## config.mk

```make
export PLATFORM = sky130hd
export DESIGN_NAME = lfsr_prng
export DESIGN_NICKNAME = d
export VERILOG_FILES = /design/src/rtl/lfsr_pkg.sv /design/src/rtl/lfsr_step.sv /design/src/rtl/lfsr_prng.sv
export SDC_FILE = /design/constraint.sdc
export NUM_CORES = 1
export LEC_CHECK = 0
export BUFFER_PORTS_ARGS = -buffer_cell sky130_fd_sc_hd__buf_2
export CORE_UTILIZATION = 28
export CTS_CLUSTER_SIZE = 16
export DETAILED_ROUTE_END_ITERATION = 8
export PLACE_DENSITY = 0.57
export SETUP_SLACK_MARGIN = 0.5
export SLEW_MARGIN = 10
export SYNTH_ARGS = -nofsm -noshare
export SYNTH_HDL_FRONTEND = slang
export SYNTH_SLANG_ARGS = --single-unit
```

## constraint.sdc

```tcl
create_clock -name clk -period 4.65 [get_ports clk]
set_clock_uncertainty 0.15 [all_clocks]
set_input_delay 0.93 -clock clk [delete_from_list [all_inputs] [get_ports clk]]
set_output_delay 0.93 -clock clk [all_outputs]
set_load 0.03 [all_outputs]
```

## src/rtl/lfsr_pkg.sv

```systemverilog
// -----------------------------------------------------------------------------
// lfsr_pkg
// Shared types and parameter legality checks for the lfsr_prng generator.
//   lfsr_mode_e : feedback structure (FIB = Fibonacci, GAL = Galois)
//   lfsr_fsm_e  : controller states (S_IDLE, S_WARM, S_RUN)
//   *_ok()      : elaboration-time parameter checks used by lfsr_prng
// -----------------------------------------------------------------------------
package lfsr_pkg;

    typedef enum logic {
        FIB = 1'b0,
        GAL = 1'b1
    } lfsr_mode_e;

    typedef enum logic [1:0] {
        S_IDLE = 2'd0,
        S_WARM = 2'd1,
        S_RUN  = 2'd2
    } lfsr_fsm_e;

    // Warm-up counter is 8 bits wide.
    localparam int MAX_WARMUP = 255;

    function automatic bit width_ok(input int width);
        return width >= 3;
    endfunction

    function automatic bit mode_ok(input int mode);
        return (mode == int'(FIB)) || (mode == int'(GAL));
    endfunction

    function automatic bit steps_ok(input int width, input int steps);
        return (steps >= 1) && (steps <= width);
    endfunction

    function automatic bit warmup_ok(input int warmup);
        return (warmup >= 0) && (warmup <= MAX_WARMUP);
    endfunction

    // A Galois mask without bit 0 set cannot feed the shifted-out MSB back
    // into the register, so the sequence collapses.
    function automatic bit gmask_ok(input int mode, input bit gmask_lsb);
        return (mode != int'(GAL)) || gmask_lsb;
    endfunction

endpackage

```

## src/rtl/lfsr_step.sv

```systemverilog
// -----------------------------------------------------------------------------
// lfsr_step
// Purely combinational single LFSR shift.
//   cur  (in,  WIDTH) : current state
//   nxt  (out, WIDTH) : state after one shift
// MODE selects Fibonacci (feedback = XOR of TAPS-selected bits, shifted in at
// bit 0) or Galois (GMASK XORed in whenever the MSB shifts out).
// -----------------------------------------------------------------------------
module lfsr_step
    import lfsr_pkg::*;
#(
    parameter int               WIDTH = 8,
    parameter int               MODE  = 0,
    parameter logic [WIDTH-1:0] TAPS  = 8'hB8,
    parameter logic [WIDTH-1:0] GMASK = 8'h1D
) (
    input  logic [WIDTH-1:0] cur,
    output logic [WIDTH-1:0] nxt
);

    localparam bit IS_GAL = (MODE == int'(GAL));

    logic             fib_fb;
    logic [WIDTH-1:0] fib_next;
    logic [WIDTH-1:0] gal_next;

    assign fib_fb   = ^(cur & TAPS);
    assign fib_next = {cur[WIDTH-2:0], fib_fb};
    assign gal_next = {cur[WIDTH-2:0], 1'b0} ^ ({WIDTH{cur[WIDTH-1]}} & GMASK);

    assign nxt = IS_GAL ? gal_next : fib_next;

endmodule

```

## src/rtl/lfsr_prng.sv

```systemverilog
// -----------------------------------------------------------------------------
// lfsr_prng
// Parametrised LFSR pseudo-random word generator with seed load, zero-lockup
// protection, optional warm-up and a valid/ready output stream.
//
// Ports:
//   clk         (in)          clock
//   reset       (in)          asynchronous, active-high reset
//   seed_valid  (in)          load seed this cycle (always accepted)
//   seed        (in,  WIDTH)  seed value; all-zero is replaced by DEFAULT_SEED
//   out_valid   (out)         out_data holds a valid word
//   out_ready   (in)          consumer accepts the current word
//   out_data    (out, WIDTH)  current LFSR state
//   busy        (out)         high while warm-up words are being discarded
//   period_done (out)         only with LFSR_PERIOD_CHECK_EN: one-cycle pulse
//                             when an accept returns the state to the seed
//
// Optional feature macro: LFSR_PERIOD_CHECK_EN (period counter, period_done
// port and period_len debug register).
// -----------------------------------------------------------------------------
module lfsr_prng
    import lfsr_pkg::*;
#(
    parameter int               WIDTH        = 8,
    parameter int               MODE         = 0,
    parameter logic [WIDTH-1:0] TAPS         = 8'hB8,
    parameter logic [WIDTH-1:0] GMASK        = 8'h1D,
    parameter int               STEPS        = 1,
    parameter int               WARMUP       = 0,
    parameter logic [WIDTH-1:0] DEFAULT_SEED = 8'h01
) (
    input  logic             clk,
    input  logic             reset,
    input  logic             seed_valid,
    input  logic [WIDTH-1:0] seed,
    output logic             out_valid,
    input  logic             out_ready,
    output logic [WIDTH-1:0] out_data,
    output logic             busy
`ifdef LFSR_PERIOD_CHECK_EN
    ,
    output logic             period_done
`endif
);

    // ---------------------------------------------------------------- checks
    if (!width_ok(WIDTH)) begin : g_bad_width
        $error("lfsr_prng: WIDTH must be >= 3");
    end
    if (!mode_ok(MODE)) begin : g_bad_mode
        $error("lfsr_prng: MODE must be 0 (Fibonacci) or 1 (Galois)");
    end
    if (!steps_ok(WIDTH, STEPS)) begin : g_bad_steps
        $error("lfsr_prng: STEPS must be in 1..WIDTH");
    end
    if (!warmup_ok(WARMUP)) begin : g_bad_warmup
        $error("lfsr_prng: WARMUP must be in 0..255");
    end
    if (DEFAULT_SEED == '0) begin : g_bad_seed
        $error("lfsr_prng: DEFAULT_SEED must be nonzero");
    end
    if (!gmask_ok(MODE, GMASK[0])) begin : g_bad_gmask
        $error("lfsr_prng: GMASK[0] must be 1 in Galois mode");
    end

    // ------------------------------------------------------------- datapath
    logic [WIDTH-1:0] state_reg;
    lfsr_fsm_e        fsm_reg;
    logic [7:0]       warm_cnt_reg;
    logic             out_valid_reg;
    logic             busy_reg;

    logic [WIDTH-1:0] stepped;
    logic [WIDTH-1:0] seed_sub;
    logic             state_zero;

    // STEPS single shifts chained combinationally; each stage lives in its
    // own generate scope so the chain is a plain feed-forward net list.
    genvar gi;
    for (gi = 0; gi < STEPS; gi++) begin : g_step
        logic [WIDTH-1:0] s_in;
        logic [WIDTH-1:0] s_out;
        if (gi == 0) begin : g_first
            assign s_in = state_reg;
        end else begin : g_link
            assign s_in = g_step[gi-1].s_out;
        end
        lfsr_step #(
            .WIDTH (WIDTH),
            .MODE  (MODE),
            .TAPS  (TAPS),
            .GMASK (GMASK)
        ) u_step (
            .cur (s_in),
            .nxt (s_out)
        );
    end
    assign stepped = g_step[STEPS-1].s_out;

    assign seed_sub   = (seed == '0) ? DEFAULT_SEED : seed;
    assign state_zero = (state_reg == '0);

    // ------------------------------------------------------------------ FSM
    // A seed load wins over everything else in the same cycle, including an
    // accept: the accepted word is the pre-load value.
    always_ff @(posedge clk or posedge reset) begin
        if (reset) begin
            state_reg     <= DEFAULT_SEED;
            fsm_reg       <= S_IDLE;
            warm_cnt_reg  <= 8'd0;
            out_valid_reg <= 1'b0;
            busy_reg      <= 1'b0;
        end else if (seed_valid) begin
            state_reg <= seed_sub;
            if (WARMUP > 0) begin
                warm_cnt_reg  <= 8'(WARMUP);
                fsm_reg       <= S_WARM;
                out_valid_reg <= 1'b0;
                busy_reg      <= 1'b1;
            end else begin
                fsm_reg       <= S_RUN;
                out_valid_reg <= 1'b1;
                busy_reg      <= 1'b0;
            end
        end else begin
            case (fsm_reg)
                S_IDLE: begin
                    out_valid_reg <= 1'b0;
                    busy_reg      <= 1'b0;
                end
                S_WARM: begin
                    state_reg    <= state_zero ? DEFAULT_SEED : stepped;
                    warm_cnt_reg <= warm_cnt_reg - 8'd1;
                    if (warm_cnt_reg == 8'd1) begin
                        fsm_reg       <= S_RUN;
                        out_valid_reg <= 1'b1;
                        busy_reg      <= 1'b0;
                    end
                end
                S_RUN: begin
                    if (state_zero) begin
                        state_reg <= DEFAULT_SEED;
                    end else if (out_ready) begin
                        state_reg <= stepped;
                    end
                end
                default: begin
                    fsm_reg       <= S_IDLE;
                    out_valid_reg <= 1'b0;
                    busy_reg      <= 1'b0;
                end
            endcase
        end
    end

    assign out_valid = out_valid_reg;
    assign busy      = busy_reg;
    assign out_data  = state_reg;

`ifdef LFSR_PERIOD_CHECK_EN
    // Counts accepted words since the last seed load (or last completed
    // period); the compare is against the seed after zero substitution.
    logic [WIDTH+7:0] step_cnt_reg;
    logic [WIDTH+7:0] period_len_reg;
    logic [WIDTH-1:0] loaded_seed_reg;
    logic             period_done_reg;
    logic             accept;

    assign accept = out_valid_reg && out_ready && !seed_valid;

    always_ff @(posedge clk or posedge reset) begin
        if (reset) begin
            step_cnt_reg    <= '0;
            period_len_reg  <= '0;
            loaded_seed_reg <= DEFAULT_SEED;
            period_done_reg <= 1'b0;
        end else begin
            period_done_reg <= 1'b0;
            if (seed_valid) begin
                step_cnt_reg    <= '0;
                loaded_seed_reg <= seed_sub;
            end else if (accept) begin
                if (stepped == loaded_seed_reg) begin
                    period_done_reg <= 1'b1;
                    period_len_reg  <= step_cnt_reg + (WIDTH+8)'(1);
                    step_cnt_reg    <= '0;
                end else begin
                    step_cnt_reg <= step_cnt_reg + (WIDTH+8)'(1);
                end
            end
        end
    end

    assign period_done = period_done_reg;
`endif

    // Seed substitution keeps the register out of the all-zero lockup state.
    a_no_lockup: assert property (@(posedge clk) disable iff (reset)
                                  (state_reg != '0));

endmodule

```

==> results.md, run 1 <==
- Post-CTS sizing: 0
- Post-synth EDFFs: 0
- Vias in the first global route: 433
- Status: finished, final reports clean
- Slowest CP cell: dfstp_2
- Clk sinks: 10
- Initial DRC Count: 9
- Post-synthesis mux area share: 6.84%
- Post-Synth Simple-Gate Area: 16.5%
- Hold_buf cts: 0
- Io pins: 22
- Row cnt: 16
- Reg-to-reg setup timing slack: 2.96 ns
- Routed Wire Length: 1.22 mm
- RSZ-0062 raised after global routing: false
- Cell chain of the critical path: buf_2
- Post-synth top area share: 38.5%
- Final min period: 2.11 ns
- Final critical-path share of the clock period: 45.5%
- Worst vdd ir: 110 µV
- DP Wirelength: 960 µm
- Initial antenna violation count: 0
- GRT Total Usage: 12.4%
- Count leader, synth: dfrtp_1
- Die width: 47.7 µm
- R2r startpoint: out_data[4]$_DFFE_PP0P_
- CP Data Required Time: 3.57 ns
- Die Y: 47.7 µm
- Area growth syn-to-layout: 24.6%
- Ratio of cells with drive above 1 in the final layout: 40.5%
- Worst min path class: flop to flop
- Hold path endpoint: out_valid$_DFFE_PP0P_
- Post-Route M1 WL: 557 µm
- Sum of buffers and inverters on the critical path: 1
- Top Metal Used: met4
- CTS clk-pin slew, worst paths: 0.06 ns
- Vias/cell: 4.87
- Combinational family with the most area after synthesis: compound AO/OA/AOI/OAI gates
- CP Max Fanout: 5
- Sequential fraction of the synthesis area: 42.9%
- Met3 WL: 57 µm
- Synth Cell Area: 586 µm²
- Largest net degree at the start of global routing: 20
- Core ar.: 1960 µm²
- H-Tree Depth: 1
- Input/output buffers: 20
- Fill count: 234
- CP max stage delay: 0.57 ns
- Routed length per instance: 12.1 µm
- Yosys reg bits: 10
- Fin Setup TNS: 0 ns
- Crit Path Class: flop to output port
- Setup Viol. Count Final: 0
- Crit-path leading delay family: flip-flops
- GRT overflow: 0
- GP Congestion: 0.784
- Synth Area in Compound Gates: 20.9%
- Router iterations before antenna repair: 4
- Post-CTS Setup Repair Bufs: 0
- Hold Path Cell Cnt: 1
- Fmax: 0.473 GHz
- PD cells: 330 nW/µm²
- Die area: 2280 µm²
- Async SR Flop Fraction: 100%
- Met2 routed WL: 585 µm
- Synth area leaders: dfrtp_1 (38%), mux2i_1 (6.8%), dfstp_2 (4.5%)
- Fraction of the mapped netlist area in adder cells: 2.14%
- Residual DRC: 0
- Antenna Nets Post-Route: 0
- Area of the multi-input gates: 299 µm²
- WP data arrival: 1.03 ns
- Final Hold Viols: 0
- Ant diodes: 0
- Clk buf depth: 2
- Unique masters post-synth: 28
- Root Driver: clkbuf_4
- Main synth FF type: dfrtp_1
- Worst Setup Start Kind: flop
- Cell taking the most area after synthesis: dfrtp_1
- Maxcap violations: 0
- FF-to-FF path depth: 5
- Leak: 0.342 nW
- Syn Inst Count: 53
- Syn Area/Cell: 11.0 µm²
- Final setup margin: 2.54 ns
- First-pass GRT wire length: 1.88 mm
- Worst reg2reg endpoint: out_data[0]$_DFFE_PP1P_
- Num CTS Buffers: 3
- Fin nets: 88
- Min-Delay Startpoint: out_valid$_DFFE_PP0P_
- Storage element area: 251 µm²
- Final Power: 241 µW
- Max FFs per register: 8
- CTS tree: built
- Slew Limit Fails: 0
- Via count: 492
- Pre-CTS setup slack: 2.67 ns
- Post-Synth XOR/XNOR Area: 4.06%
- Syn Nets: 66
- Yosys warns: 0
- CP endpoint kind: output port
- Post-synth top cells: dfrtp_1 (9), inv_1 (5), mux2i_1 (4), nand2_1 (4), o21ai_0 (4)
- Starting Density: 29.8%
- Worst-Skew Late Latency: 0.27 ns
## through the flow
| step | instance area [µm²] | instances | hold slack [ns] | util (%) |
|---|---|---|---|---|
| 2_1_floorplan | 586 | 53 | 0.384 | - |
| 3_3_place_gp | 703 | 97 | 0.310 | 35.8 |
| 3_5_place_dp | 703 | 97 | 0.318 | 35.8 |
| 4_1_cts | 729 | 101 | 0.333 | 37.2 |
| 5_1_grt | 729 | 101 | 0.358 | 37.2 |
| 6_report | 729 | 101 | 0.328 | 37.2 |
## cell type report
class	count	share of cell area, %
Clock buffer	4	3.60
Sequential cell	10	34.5
Timing Repair Buffer	20	13.7
Multi-Input combinational cell	35	41.0
Tap cell	27	4.63
Inverter	5	2.57
## worst max-delay path by stage
stage                                       start                       to  slack [ns]  depth (start not counted)
after floorplan           out_data[4]$_DFFE_PP0P_  out_data[0]$_DFFE_PP1P_        2.80                          5
after global placement                  out_ready  out_data[5]$_DFFE_PP0P_        2.69                          4
after detailed placement                out_ready  out_data[5]$_DFFE_PP0P_        2.67                          4
after CTS                 out_data[0]$_DFFE_PP1P_              out_data[0]        2.52                          1
after global routing      out_data[0]$_DFFE_PP1P_              out_data[0]        2.48                          1
final                     out_data[0]$_DFFE_PP1P_              out_data[0]        2.54                          1
## cell usage in the layout (no fill, tap or decap), drive strengths merged
| cell | count |
|---|---|
| inv | 5 |
| nor3b | 1 |
| dfrtp | 9 |
| a21o | 2 |
| conb | 1 |
| a2bb2oi | 1 |
| a2111oi | 2 |
| dfstp | 1 |
| a21oi | 1 |
| a221oi | 1 |
| o21ai | 4 |
| a211oi | 2 |
| nand2 | 5 |
| or2 | 1 |
| nor4 | 1 |
| clkbuf | 4 |
| buf | 20 |
| xor3 | 1 |
| nand2b | 1 |
| nor4b | 2 |
| mux2i | 4 |
| nor3 | 2 |
| a221o | 2 |
| ha | 1 |
## report_power, final
| part | switching (mW) | internal (mW) | total [mW] |
|---|---|---|---|
| sequential | 0.0108 | 0.0964 | 0.107 |
| combinational | 0.0401 | 0.0292 | 0.0693 |
| clock | 0.0313 | 0.0332 | 0.0645 |
| total | 0.0823 | 0.159 | 0.241 |
## worst register-to-register path, cell delays in order (launching register included)
cell and delay (ns):
dfrtp_1 0.36, inv_1 0.07, ha_1 0.30, xor3_1 0.36
a2111oi_2 0.28, a211oi_1 0.09
## metal layers
metal	track usage, %	vias to the layer above
met4	6.67	0
met1	16.0	236
met2	19.2	16
li1	-	236
met5	0	-
met3	2.64	4
## cell families after synthesis
kind of cell | count (synthesis)
compound gates | 15
simple gates | 13
flops | 10
buf+inv | 8
mux | 4
fa+ha+maj | 1
other cells | 1
xor+xnor | 1
No activity file was read; power rests on OpenSTA's default activity.
==> run 2: changes to the inputs <==
--- a/config.mk
+++ b/config.mk
@@ -9,7 +9,7 @@
 export CORE_UTILIZATION = 28
 export CTS_CLUSTER_SIZE = 16
 export DETAILED_ROUTE_END_ITERATION = 8
-export PLACE_DENSITY = 0.57
+export PLACE_DENSITY = 0.59
 export SETUP_SLACK_MARGIN = 0.5
 export SLEW_MARGIN = 10
 export SYNTH_ARGS = -nofsm -noshare
==> constraint.sdc (replaced) <==
create_clock -name clk -period 1.7 [get_ports clk]
set_clock_uncertainty 0.15 [all_clocks]
set_input_delay 0.34 -clock clk [delete_from_list [all_inputs] [get_ports clk]]
set_output_delay 0.34 -clock clk [all_outputs]
set_load 0.03 [all_outputs]
==> results.md, run 2 (synthesis gave the netlist of run 1 again) <==
- GRT overflow: 0 (unchanged)
- Max-slew headroom: 67.2%
- Starting Density: 29.8% (unchanged)
- Worst min path class: input pin to flop
- Crit Path Class: flop to flop
- Final critical-path share of the clock period: 97.5%
- Initial DRC Count: 14 (+5)
- Via count: 553 (+12%)
- Crit-path leading delay family: compound AO/OA/AOI/OAI gates
- Commonest non-fill, non-tap cell in the layout: buf_4
- Io pins: 22 (unchanged)
- Routed length per instance: 13.1 µm (+8.5%)
- CP max stage delay: 0.41 ns (-0.16 ns)
- Final Hold Viols: 0 (unchanged)
- Die width: 47.7 µm (unchanged)
- Die Y: 47.7 µm (unchanged)
- Fin nets: 104 (+18%)
- R2r startpoint: out_data[4]$_DFFE_PP0P_
- CP Max Fanout: 4 (-1)
- Worst Setup Start Kind: flop
- Worst vdd ir: 297 µV (+170%)
- DP Cell Count: 97 (unchanged)
- Vias in the first global route: 438 (+1.2%)
- Vias/cell: 4.73 (-3.0%)
- DP Wirelength: 928 µm (-3.3%)
- Num CTS Buffers: 3 (unchanged)
- Core ar.: 1960 µm² (unchanged)
- RSZ-0062 raised after global routing: true
- CP Data Required Time: 1.69 ns (-1.88 ns)
- Final min period: 1.66 ns
- Fill count: 191 (-18%)
- Die area: 2280 µm² (unchanged)
- GRT Total Usage: 12.7% (+0.35 points)
- Launch point of the critical path: out_data[4]$_DFFE_PP0P_
- Largest net degree at the start of global routing: 20 (unchanged)
- Router iterations before antenna repair: 4 (unchanged)
- Antenna Nets Post-Route: 0 (unchanged)
- Fin Setup TNS: 0 ns (unchanged)
- Hold Path Cell Cnt: 3 (+2)
- H-Tree Depth: 1 (unchanged)
- Most frequent cells in the layout: buf_4 (14), buf_2 (11), buf_6 (9), dfrtp_2 (5)
- Max FFs per register: 8 (unchanged)
- Root Driver: clkbuf_4
- Status: finished, final reports clean
- Worst-Skew Late Latency: 0.26 ns (about the same)
- Initial antenna violation count: 0 (unchanged)
- Residual DRC: 0 (unchanged)
- Fmax: 0.603 GHz
- Setup Viol. Count Final: 0 (unchanged)
- Cell chain of the critical path: inv_2 > ha_4 > nor4b_4 > a221oi_2 > a221o_1
- Clk sinks: 10 (unchanged)
- Fin area: 952 µm² (+31%)
- Slowest CP cell: dfrtp_2
- PD cells: 826 nW/µm² (+150%)
- Area growth syn-to-layout: 62.6%
- Ant diodes: 0 (unchanged)
- WP data arrival: 1.65 ns (+0.62 ns)
- Ratio of cells with drive above 1 in the final layout: 61.1% (+21 points)
- Worst reg2reg endpoint: out_data[4]$_DFFE_PP0P_
- Sum of buffers and inverters on the critical path: 1 (unchanged)
- DP Area: 708 µm² (+0.71%)
- Maxcap violations: 0 (unchanged)
- Worst-Margin Slew: 0.489 ns
- FF-to-FF path depth: 5 (unchanged)
- First-pass GRT wire length: 1.97 mm (+4.8%)
- Final std cells w/o fill: 117 (+16%)
- Hold path endpoint: out_data[3]$_DFFE_PP0P_
- Routed Wire Length: 1.53 mm (+26%)
- Row cnt: 16 (unchanged)
- Input/output buffers: 20 (unchanged)
- Clk buf depth: 2 (unchanged)
- Min-Delay Startpoint: seed[3]
- CTS clk-pin slew, worst paths: 0.07 ns (about the same)
- Slew Limit Fails: 0 (unchanged)
- Reg-to-reg setup timing slack: 0.04 ns (-2.92 ns)
- Leak: 0.439 nW (+28%)
- GP Congestion: 0.854 (+8.9%)
- CP endpoint kind: flop
- CTS tree: built
run 2: cell types whose count changed in the layout (fill, tap and decap cells not counted), moves of 4 or more:
cell	before	now
buf_4	0	14
buf_2	20	11
buf_6	0	9
dfrtp_1	9	4
dfrtp_2	0	5
o21ai_0	4	0
o21ai_1	0	4
run 2: power breakdown:
part,internal (mW),switching [mW],total [mW],leakage [nW]
registers,0.265,0.0342,0.300,0.107
clock network,0.130,0.0876,0.218,0.0210
logic,0.137,0.132,0.270,0.311
total,0.533,0.254,0.787,0.439
run 2: per-stage QoR:
stage / util (%) / hold slack, ns / power [mW] / worst slack, ns
detailed placement: 36.1 / 0.192 / 0.494 / 0.0732
global placement: 36.1 / 0.186 / 0.493 / 0.101
global route: 48.5 / 0.159 / 0.839 / -0.0339
finish: 48.5 / 0.150 / 0.787 / 0.0421
CTS: 44.6 / 0.141 / 0.771 / 0.108
floorplan: - / 0.0293 / 0.438 / 0.0698
run 2: layout make-up:
cell class / instances / area (µm²) / area share (%)
Sequential cell: 10 / 258 / 27.1
Timing Repair Buffer: 35 / 272 / 28.5
Tap cell: 27 / 33.8 / 3.55
Inverter: 5 / 18.8 / 1.97
Multi-Input combinational cell: 36 / 334 / 35.1
Clock buffer: 4 / 36.3 / 3.81
run 2: how the worst max path moves through the flow:
stage | end | slack [ns] | cells past startpoint
after floorplan | out_data[5]$_DFFE_PP0P_ | 0.07 | 5
after CTS | out_data[4]$_DFFE_PP0P_ | 0.11 | 5
after detailed placement | out_data[4]$_DFFE_PP0P_ | 0.07 | 5
final | out_data[4]$_DFFE_PP0P_ | 0.04 | 5
after global routing | out_data[4]$_DFFE_PP0P_ | -0.03 | 5
after global placement | out_data[4]$_DFFE_PP0P_ | 0.10 | 5
run 2: timing repair:
item	4_1_cts	5_1_grt
endpoints found under the hold margin	9	0
gates resized for setup	20	9
setup buffers	7	7
hold buffers	1	0
pin swaps	5	2
cloned	0	1
endpoints found under the setup margin	17	17
run 2: worst reg2reg max path, delay by kind of cell (launching register included):
kind / cells / cell delay, ns
AO/OA/AOI/OAI: 2 / 0.46
buffers and inverters: 1 / 0.08
adder cells (fa/ha/maj): 1 / 0.12
flip-flops: 1 / 0.41
AND/OR/NAND/NOR: 1 / 0.32
run 2: metal layers:
layer / GRT usage, % / vias to the layer above / wire [µm]
li1: - / 271 / -
met1: 18.6 / 264 / 670
met2: 18.4 / 16 / 790
met3: 2.26 / 2 / 59
met4: 5.00 / 0 / 13
met5: 0 / - / 0
